--- src/rtl/cordic_phase_front.sv ---
// Phase front-end for an iterative cordic sin/cos core: folds a full-turn phase into the
// first quadrant, runs the core handshake with a timeout, and unfolds the result.
module cordic_phase_front #(
  parameter int W       = 12,
  parameter int PW      = 12,
  parameter int TIMEOUT = 256
) (
  input  logic          clock,
  input  logic          reset,
  input  logic          phase_valid,
  output logic          phase_ready,
  input  logic [PW-1:0] phase_in,
  output logic          cordic_start,
  output logic [W-1:0]  cordic_angle,
  input  logic          cordic_ready,
  input  logic [W-1:0]  cordic_sin,
  input  logic [W-1:0]  cordic_cos,
  output logic          res_valid,
  input  logic          res_ack,
  output logic [W-1:0]  res_sin,
  output logic [W-1:0]  res_cos,
  output logic [1:0]    res_quad,
  output logic          res_err
);

  localparam int RW = PW - 2;
  localparam int SW = RW + 11;
  localparam int CW = $clog2(TIMEOUT);

  localparam logic [2:0] IDLE  = 3'd0;
  localparam logic [2:0] CONV  = 3'd1;
  localparam logic [2:0] ISSUE = 3'd2;
  localparam logic [2:0] BUSY  = 3'd3;
  localparam logic [2:0] FIX   = 3'd4;
  localparam logic [2:0] HOLD  = 3'd5;

  logic [2:0]    state_r;
  logic [1:0]    q_r;
  logic [RW-1:0] r_r;
  logic [CW-1:0] cnt_r;
  logic [W-1:0]  s_r;
  logic [W-1:0]  c_r;
  logic [W-1:0]  angle_r;
  logic          start_r;
  logic          phase_ready_r;
  logic          res_valid_r;
  logic          res_err_r;
  logic [W-1:0]  res_sin_r;
  logic [W-1:0]  res_cos_r;
  logic [1:0]    res_quad_r;

  logic [SW-1:0] sum_s;
  logic [W-1:0]  angle_s;
  logic [W-1:0]  fix_sin_s;
  logic [W-1:0]  fix_cos_s;
  logic          timeout_s;

  function automatic logic [W-1:0] neg(input logic [W-1:0] x);
    return ~x + {{(W-1){1'b0}}, 1'b1};
  endfunction

  // Angle scaling r * 1608/1024 with rounding, shift-add only (1608 = 1024+512+64+8).
  always_comb begin
    sum_s   = (SW'(r_r) << 10) + (SW'(r_r) << 9) + (SW'(r_r) << 6) + (SW'(r_r) << 3)
              + SW'(11'd512);
    angle_s = W'(sum_s >> 10);
  end

  // Quadrant unfolding of the captured first-quadrant core result.
  always_comb begin
    fix_sin_s = s_r;
    fix_cos_s = c_r;
    case (q_r)
      2'd0: begin fix_sin_s = s_r;      fix_cos_s = c_r;      end
      2'd1: begin fix_sin_s = c_r;      fix_cos_s = neg(s_r); end
      2'd2: begin fix_sin_s = neg(s_r); fix_cos_s = neg(c_r); end
      2'd3: begin fix_sin_s = neg(c_r); fix_cos_s = s_r;      end
      default: begin fix_sin_s = s_r;   fix_cos_s = c_r;      end
    endcase
  end

  // The counter has just reached TIMEOUT-1 once this cycle's increment lands.
  assign timeout_s = (cnt_r == CW'(TIMEOUT - 2));

  // Sequencer: phase intake, core handshake with timeout, result hold.
  always_ff @(posedge clock or negedge reset) begin
    if (!reset) begin
      state_r       <= IDLE;
      q_r           <= 2'd0;
      r_r           <= '0;
      cnt_r         <= '0;
      s_r           <= '0;
      c_r           <= '0;
      angle_r       <= '0;
      start_r       <= 1'b0;
      phase_ready_r <= 1'b1;
      res_valid_r   <= 1'b0;
      res_err_r     <= 1'b0;
      res_sin_r     <= '0;
      res_cos_r     <= '0;
      res_quad_r    <= 2'd0;
    end else begin
      case (state_r)
        IDLE: begin
          if (phase_valid) begin
            q_r           <= phase_in[PW-1 -: 2];
            r_r           <= phase_in[RW-1:0];
            phase_ready_r <= 1'b0;
            state_r       <= CONV;
          end
        end
        CONV: begin
          angle_r <= angle_s;
          cnt_r   <= '0;
          start_r <= 1'b1;
          state_r <= ISSUE;
        end
        ISSUE, BUSY: begin
          cnt_r <= cnt_r + CW'(1'b1);
          // In ISSUE a stale ready from the previous operation must fall first.
          if (state_r == BUSY && cordic_ready) begin
            s_r     <= cordic_sin;
            c_r     <= cordic_cos;
            start_r <= 1'b0;
            state_r <= FIX;
          end else if (timeout_s) begin
            start_r     <= 1'b0;
            res_sin_r   <= '0;
            res_cos_r   <= '0;
            res_err_r   <= 1'b1;
            res_quad_r  <= q_r;
            res_valid_r <= 1'b1;
            state_r     <= HOLD;
          end else if (state_r == ISSUE && !cordic_ready) begin
            state_r <= BUSY;
          end
        end
        FIX: begin
          res_sin_r   <= fix_sin_s;
          res_cos_r   <= fix_cos_s;
          res_quad_r  <= q_r;
          res_err_r   <= 1'b0;
          res_valid_r <= 1'b1;
          state_r     <= HOLD;
        end
        HOLD: begin
          if (res_ack) begin
            res_valid_r   <= 1'b0;
            phase_ready_r <= 1'b1;
            state_r       <= IDLE;
          end
        end
        default: begin
          start_r       <= 1'b0;
          res_valid_r   <= 1'b0;
          phase_ready_r <= 1'b1;
          state_r       <= IDLE;
        end
      endcase
    end
  end

  assign phase_ready  = phase_ready_r;
  assign cordic_start = start_r;
  assign cordic_angle = angle_r;
  assign res_valid    = res_valid_r;
  assign res_sin      = res_sin_r;
  assign res_cos      = res_cos_r;
  assign res_quad     = res_quad_r;
  assign res_err      = res_err_r;

endmodule

--- config.mk ---
export PLATFORM = sky130hd
export DESIGN_NAME = cordic_phase_front
export DESIGN_NICKNAME = d
export VERILOG_FILES = /design/src/rtl/cordic_phase_front.sv
export SDC_FILE = /design/constraint.sdc
export NUM_CORES = 1
export LEC_CHECK = 0
export BUFFER_PORTS_ARGS = -buffer_cell sky130_fd_sc_hd__buf_2
export CORE_MARGIN = 2
export CORE_UTILIZATION = 62
export CTS_CLUSTER_SIZE = 24
export DETAILED_ROUTE_END_ITERATION = 16
export PLACE_DENSITY = 0.94
export SLEW_MARGIN = 25
export SYNTH_ARGS = -nofsm -noshare
export SYNTH_HDL_FRONTEND = slang
export SYNTH_SLANG_ARGS = --single-unit
--- constraint.sdc ---
create_clock -name clock -period 4.7 [get_ports clock]
set_input_delay 0.94 -clock clock [delete_from_list [all_inputs] [get_ports clock]]
set_output_delay 0.94 -clock clock [all_outputs]
set_load 0.01 [all_outputs]
==> metrics, run 1 <==
synthesized area per cell=9.54 µm²; area grow syn2layout=11.3%; Worst Tran Pin Value=a little under 0.8 ns; number of nets with antenna violations after routing=0; detailed-placement wirelength estimate=between 9 and 10 mm; clock latency of the later-clocked register in the worst-skew pair=0.37 ns; most used flip-flop cell after synthesis=sky130_fd_sc_hd__dfrtp_1; Final Cycle Share=0.657; arrival time reported for the critical path endpoint=3.36 ns; fill cell total of the finished layout=about 660; CTS tree=yes; worst stage delay on the critical path=0.52 ns; wire length of the first global-routing pass=21.6 mm; clock buffers created by TritonCTS=9; multi-input logic area=3060 µm²; Detailed Route WL=13.1 mm; final count of hold timing violations=0; Total Negative Setup Slacks=0 ns; total gr overflow=0; Global Route Usage Sum=0.277; DRC violation count after routing=0; Post-Synthesis Net Count=662; synthesized cell area=~5500 µm²; CP startpoint kind=flip-flop; max-slew violation count=0; leading post-synthesis cells by cell area=sky130_fd_sc_hd__dfrtp_1 (39%), sky130_fd_sc_hd__ha_1 (6.8%), sky130_fd_sc_hd__mux2_2 (5.9%), sky130_fd_sc_hd__nand2_1 (4.9%), sky130_fd_sc_hd__o21ai_0 (4.2%); effective utilization at floorplan=0.639; Core Footprint=~8700 µm²; Root Driver=sky130_fd_sc_hd__clkbuf_8; type of the worst setup path=reg2reg; global placement routability congestion=0.936; layout cell share with drive strength beyond 1=0.216; cell-by-cell listing of the critical path=inv_1 > fa_1 > fa_1 > inv_1 > ha_1 > or2_2 > o221ai_1 > a21boi_0 > o21a_1 > o31ai_1; Post-Synthesis Cells=581; area used by sequential logic in the layout=2200 µm²; biggest fanout along the worst timing path=4; setup bufs post-CTS=0; min cycle time layout=3.09 ns; depth of the CTS H-tree=3; via density per instance=6.13; antenna diode count=0; Worst setup EP type=flip-flop; total vias in the final route=~4600; number of iterations in the first detailed-routing pass=5; clock transition at the register clock pins on the worst setup and hold paths after CTS=about 0.080 ns; Nets=roughly 730; Max-cap violations=0; pin count of the biggest net entering global routing=89; register bit count reported by yosys=88; Ports=83; proportion of synthesized flip-flops having asynchronous set or reset=1.00; final setup violation count=0; portion of synthesized cell area occupied by the leading cell type=0.393; average wire per standard cell=17.3 µm; slowest cell on the critical path=sky130_fd_sc_hd__fa_1; maximum clock path buffer count=2; count of different cell masters after synthesis=63; # clock sinks=a little under 90; vias in the first global route=4347; count of warnings emitted by yosys=0; required time of the critical path=4.97 ns; worst relative slew slack=0.482; Tightest Hold Check Type=reg2reg; overall die area=9710 µm²; Clock Skews=0.0119 ns; number of violations reported at the end of detailed-routing iteration 0=367; number of hold-repair buffers added at the cts stage=0; cell accounting for the most synthesized area=sky130_fd_sc_hd__dfrtp_1; antenna violations before repair=0; number of enable-type register cells in the synthesized netlist=0; highest clock frequency the design can meet=324 MHz; number of port buffers=81; post_cts resized=0; Core Rows=34; Die Wd=98.6 µm; status=finished clean; die span in y=about 99 µm; share of synthesized area occupied by flip-flops and latches=0.397; setup repair after global routing missed its margin=no
-- layer usage --
metal | wire length [µm] | share of wire | global-route usage
met3 | 979 | 0.075 | 0.0525
met4 | 268 | 0.020 | 0.100
met5 | 0 | 0 | 0
met1 | 5680 | 0.43 | 0.408
met2 | 6160 | 0.47 | 0.415
-- state kept, by name (all words and copies together), names as in the netlist --
register	flops
res_valid	1
r_r	10
res_err	1
c_r	12
cnt_r	8
q_r	2
state_r	3
cordic_start	1
cordic_angle	11
phase_ready	1
s_r	12
res_quad	2
res_cos	12
res_sin	12
-- cell families (layout without fill, tap and decap cells) --
group / Yosys count / count (layout) / synth area share
AND/OR/NAND/NOR: 160 / 160 / 0.140
AO/OA/AOI/OAI: 147 / 147 / 0.172
flip-flops: 88 / 88 / 0.397
buffers and inverters: 74 / 141 / 0.0533
multiplexers: 43 / 43 / 0.0887
adder cells (fa/ha/maj): 40 / 40 / 0.104
XOR/XNOR: 28 / 28 / 0.0442
other: 1 / 1 / 0.000676
-- cell usage in the layout (no fill, tap or decap), drive strengths merged, types with 6 or more instances in the layout --
master  netlist  final
a22o         10     10
o21a          6      6
o211ai        6      6
mux2i        12     12
o31ai        11     11
xnor2        22     22
a21oi        32     32
nor3         16     16
buf           7     85
mux2         29     29
xor2          6      6
clkbuf       25     10
o21ai        48     48
ha           30     30
nor2         21     21
nand2        72     72
inv          41     41
dfrtp        87     87
nand3         9      9
fa           10     10
-- Yosys cell counts (6+ instances only) --
library cell	instances
sky130_fd_sc_hd__nand3_1	9
sky130_fd_sc_hd__o211ai_1	6
sky130_fd_sc_hd__mux2i_1	12
sky130_fd_sc_hd__xnor2_1	22
sky130_fd_sc_hd__a22o_1	10
sky130_fd_sc_hd__nand2_1	72
sky130_fd_sc_hd__nor3_1	16
sky130_fd_sc_hd__mux2_2	29
sky130_fd_sc_hd__nor2_1	21
sky130_fd_sc_hd__o21ai_0	46
sky130_fd_sc_hd__ha_1	30
sky130_fd_sc_hd__o21a_1	6
sky130_fd_sc_hd__a21oi_1	32
sky130_fd_sc_hd__dfrtp_1	87
sky130_fd_sc_hd__o31ai_1	10
sky130_fd_sc_hd__clkbuf_1	25
sky130_fd_sc_hd__fa_1	10
sky130_fd_sc_hd__xor2_1	6
sky130_fd_sc_hd__inv_1	40
-- stage by stage --
stage / utilization / instance area, µm² / instances / setup WS (ns) / hold WS, ns
final: 0.711 / 6170 / 756 / 1.61 / 0.471
after CTS: 0.710 / 6160 / 756 / 1.61 / 0.476
after detailed placement: 0.690 / 5990 / 742 / 1.64 / 0.466
after global placement: 0.690 / 5980 / 742 / 1.76 / 0.455
after floorplan: - / 5540 / 581 / 1.87 / 0.472
after global routing: 0.711 / 6170 / 756 / 1.41 / 0.507
-- cell type report --
type | count | area share
Multi-Input combinational cell | 419 | 0.495
Sequential cell | 88 | 0.357
Timing Repair Buffer | 85 | 0.0716
Inverter | 42 | 0.0256
Tap cell | 108 | 0.0219
Clock buffer | 10 | 0.0207
Clock inverter | 4 | 0.00771
-- critical path: cells and delay by family, from the launching register on --
family | cells | cell delay, ns
buf+inv | 2 | 0.22
simple gates | 1 | 0.32
fa+ha+maj | 3 | 1.24
flops | 1 | 0.39
compound gates | 4 | 0.84
-- path summary, 6_finish.rpt --
kind | endpoint | slack (ns) | startpoint | cells past startpoint
setup / recovery | cordic_angle[7]$_DFFE_PN0P_ | 1.61 | r_r[5]$_DFFE_PN0P_ | 10
hold / removal | phase_ready$_DFFE_PN1P_ | 0.47 | phase_ready$_DFFE_PN1P_ | 2
setup reg to reg | cordic_angle[7]$_DFFE_PN0P_ | 1.61 | r_r[5]$_DFFE_PN0P_ | 10
hold reg to reg | phase_ready$_DFFE_PN1P_ | 0.47 | phase_ready$_DFFE_PN1P_ | 2
max in group asynchronous | s_r[6]$_DFFE_PN0P_ | 3.54 | reset | 1
min in group asynchronous | cnt_r[5]$_DFFE_PN0P_ | 0.62 | reset | 1
Power of run 1 is not shown: default switching activity piles up to over one toggle a cycle in this logic, so the estimate is an artifact.
==> run 2: changes to the inputs <==
--- a/config.mk
+++ b/config.mk
@@ -5,12 +5,13 @@
 export SDC_FILE = /design/constraint.sdc
 export NUM_CORES = 1
 export LEC_CHECK = 0
+export ABC_AREA = 1
 export BUFFER_PORTS_ARGS = -buffer_cell sky130_fd_sc_hd__buf_2
 export CORE_MARGIN = 2
-export CORE_UTILIZATION = 62
+export CORE_UTILIZATION = 52
 export CTS_CLUSTER_SIZE = 24
 export DETAILED_ROUTE_END_ITERATION = 16
-export PLACE_DENSITY = 0.94
+export PLACE_DENSITY = 0.85
 export SLEW_MARGIN = 25
 export SYNTH_ARGS = -nofsm -noshare
 export SYNTH_HDL_FRONTEND = slang
==> constraint.sdc (replaced) <==
create_clock -name clock -period 2.73 [get_ports clock]
set_input_delay 0.546 -clock clock [delete_from_list [all_inputs] [get_ports clock]]
set_output_delay 0.546 -clock clock [all_outputs]
set_load 0.01 [all_outputs]
==> run 2 against run 1 <==
Against the previous run: highest routed layer unchanged; first-iteration DRC count up 87%; non-clock buffer count up 10; synthesized cell count increased by 31%; final area rose by 6.1%; critical path depth increased by 1; sequential cell count is the same; critical path type unchanged; utilization is 10 points lower; maximum frequency up 14%; cell count rose by 31%; global-route usage decreased by 2.8 points; routed wire length is 13% higher.
==> metrics, run 2 <==
Placed Area=6210 µm² (+3.6%); effective utilization at floorplan=0.529 (-0.110); Ports=83 (unchanged); pin count of the biggest net entering global routing=81 (-9.0%); final non-filler cell total=991 (+31%); fill cell total of the finished layout=967 (+46%); number of violations reported at the end of detailed-routing iteration 0=685 (+87%); number of iterations in the first detailed-routing pass=7 (+2); vias in the first global route=4643 (+6.8%); Final Cycle Share=0.994 (+0.337); portion of synthesized cell area occupied by the leading cell type=0.381 (-0.0114); count of warnings emitted by yosys=0 (unchanged); detailed-placement wirelength estimate=10.4 mm (+8.3%); final setup violation count=0 (unchanged); cell accounting for the most synthesized area=sky130_fd_sc_hd__dfrtp_1; worst relative slew slack=0.511 (+0.0291); arrival time reported for the critical path endpoint=2.95 ns (-0.41 ns); via density per instance=5.45 (-11%); max-slew violation count=0 (unchanged); status=finished clean; antenna violations before repair=0 (unchanged); total non-filler cell area in the finished layout=6550 µm² (+6.1%); biggest fanout along the worst timing path=4 (unchanged); leading post-synthesis cells by cell area=sky130_fd_sc_hd__dfrtp_1 (38%), sky130_fd_sc_hd__nand2_1 (15%), sky130_fd_sc_hd__ha_1 (6.6%), sky130_fd_sc_hd__o21ai_0 (6.4%), sky130_fd_sc_hd__inv_1 (5.8%); most used flip-flop cell after synthesis=sky130_fd_sc_hd__dfrtp_1; post-route setup slack=0.0165 ns (-1.60 ns); maximum clock path buffer count=2 (unchanged); Root Driver=sky130_fd_sc_hd__clkbuf_8; overall die area=11800 µm² (+22%); top cell types by occurrence after synthesis=sky130_fd_sc_hd__nand2_1 (231), sky130_fd_sc_hd__inv_1 (88), sky130_fd_sc_hd__dfrtp_1 (87); type of the worst setup path=reg2reg; total gr overflow=0 (unchanged); Global Route Usage Sum=0.249 (-0.0284); dpl cells=970 (+31%); Core Rows=38 (+12%); layout cell share with drive strength beyond 1=0.188 (-0.0280); Max-cap violations=0 (unchanged); number of enable-type register cells in the synthesized netlist=0 (unchanged); Detailed Route WL=14.8 mm (+13%); most repeated cell in the gate-level netlist after synthesis=sky130_fd_sc_hd__nand2_1; final count of hold timing violations=0 (unchanged); CP startpoint kind=flip-flop; number of nets with antenna violations after routing=0 (unchanged); total vias in the final route=5405 (+17%); count of different cell masters after synthesis=40 (-37%); CTS tree=yes; global placement routability congestion=0.947 (+1.1%); Core Footprint=10800 µm² (+24%); number of port buffers=81 (unchanged); highest clock frequency the design can meet=369 MHz (+14%); average wire per standard cell=14.9 µm (-14%); Clock Skews=0.0129 ns (+0.00104 ns); antenna diode count=0 (unchanged); min cycle time layout=2.71 ns (-0.373 ns); register bit count reported by yosys=88 (unchanged); share of synthesized area occupied by flip-flops and latches=0.386 (-0.0116); die span in y=109 µm (+10%); wire length of the first global-routing pass=22.8 mm (+5.4%); required time of the critical path=2.97 ns (-2.00 ns); most used cells in the layout excluding fill and tap cells=sky130_fd_sc_hd__nand2_1 (230), sky130_fd_sc_hd__dfrtp_1 (87), sky130_fd_sc_hd__inv_1 (82), sky130_fd_sc_hd__buf_2 (80), sky130_fd_sc_hd__o21ai_0 (72); # clock sinks=88 (unchanged); number of hold-repair buffers added at the cts stage=0 (unchanged); depth of the CTS H-tree=3 (unchanged); Worst setup EP type=flip-flop; clock transition at the register clock pins on the worst setup and hold paths after CTS=0.09 ns (about the same); clock buffers created by TritonCTS=9 (unchanged); Post-Synthesis Cells=762 (+31%); DRC violation count after routing=0 (unchanged); proportion of synthesized flip-flops having asynchronous set or reset=1.00 (unchanged); most frequent standard cell in the layout excluding fill and tap cells=sky130_fd_sc_hd__nand2_1; synthesized cell area=5710 µm² (+3.0%); clock latency of the later-clocked register in the worst-skew pair=0.36 ns (about the same); Worst Tran Pin Value=0.731 ns (-0.0464 ns); Post-Synthesis Net Count=843 (+27%); area grow syn2layout=14.7%; pre-CTS setup slack=0.00850 ns (-1.63 ns); Nets=927 (+28%); Die Wd=109 µm (+10%); final core occ=0.607 (-0.104); Tightest Hold Check Type=in2async; synthesized area per cell=7.49 µm² (-21%)
==> run 2: cell count changes in the layout (fill, tap and decap cells not counted), moves of 12 or more <==
cell	previous run	this run
sky130_fd_sc_hd__inv_1	40	82
sky130_fd_sc_hd__inv_2	1	13
sky130_fd_sc_hd__mux2_2	29	0
sky130_fd_sc_hd__mux2i_1	12	0
sky130_fd_sc_hd__nand2_1	72	230
sky130_fd_sc_hd__nand3_1	8	50
sky130_fd_sc_hd__nor2_1	21	47
sky130_fd_sc_hd__nor3_1	15	0
sky130_fd_sc_hd__o21ai_0	46	72
sky130_fd_sc_hd__xnor2_1	22	5
==> run 2: timing repair <==
item                       in CTS  in global routing
cloned                          0                  0
pin swaps                       0                  4
buffers inserted                0                  5
gates resized for setup         2                 19
setup endpoints to repair       2                  9
==> run 2: final cells by class <==
cell class / instances / area [µm²] / share of cell area
Clock buffer: 11 / 141 / 0.0216
Inverter: 96 / 363 / 0.0554
Multi-Input combinational cell: 556 / 3090 / 0.472
Sequential cell: 88 / 2200 / 0.337
Clock inverter: 5 / 56.3 / 0.00860
Tap cell: 140 / 175 / 0.0268
Timing Repair Buffer: 95 / 517 / 0.0789
==> run 2: critical path, cell delays in order (launching register included) <==
cell and delay (ns):
sky130_fd_sc_hd__dfrtp_1 0.42, sky130_fd_sc_hd__inv_1 0.10, sky130_fd_sc_hd__fa_1 0.48, sky130_fd_sc_hd__fa_1 0.52, sky130_fd_sc_hd__inv_1 0.06, sky130_fd_sc_hd__ha_4 0.28
sky130_fd_sc_hd__nand2_1 0.09, sky130_fd_sc_hd__nor2_1 0.20, sky130_fd_sc_hd__nand2_1 0.10, sky130_fd_sc_hd__nand2_1 0.09, sky130_fd_sc_hd__xnor2_1 0.13, sky130_fd_sc_hd__o21ai_0 0.11
==> run 2: final timing paths <==
path / from / depth (start not counted) / slack, ns / end
min reg2reg: res_cos[8]$_DFFE_PN0P_ / 2 / 0.48 / res_cos[8]$_DFFE_PN0P_
min: reset / 1 / 0.19 / r_r[7]$_DFFE_PN0P_
max in group asynchronous: reset / 2 / 1.96 / cordic_angle[4]$_DFFE_PN0P_
max: r_r[1]$_DFFE_PN0P_ / 11 / 0.02 / cordic_angle[5]$_DFFE_PN0P_
max reg2reg: r_r[1]$_DFFE_PN0P_ / 11 / 0.02 / cordic_angle[5]$_DFFE_PN0P_
min in group clock: cordic_cos[9] / 3 / 0.39 / c_r[9]$_DFFE_PN0P_
==> run 2: cells by family after synthesis <==
logic type	Yosys count	synth area share
AO/OA/AOI/OAI	149	0.143
XOR/XNOR	11	0.0169
adder cells (fa/ha/maj)	40	0.101
buffers and inverters	118	0.0907
flip-flops	88	0.386
other	1	0.000657
AND/OR/NAND/NOR	355	0.262
==> run 2: routing by layer <==
metal  wire length (µm)  part of all wire  track usage
met1               6870              0.47        0.378
met2               6300              0.43        0.354
met3               1230             0.084       0.0526
met4                350             0.024       0.0824
met5                  0                 0            0
==> run 2: metrics by stage <==
stage               setup TNS, ns  hold slack, ns
floorplan                       0           0.250
global placement                0           0.457
detailed placement              0           0.460
CTS                             0           0.362
global route               -0.292           0.249
finish                          0           0.190
Power of run 2 is left out for the same reason.
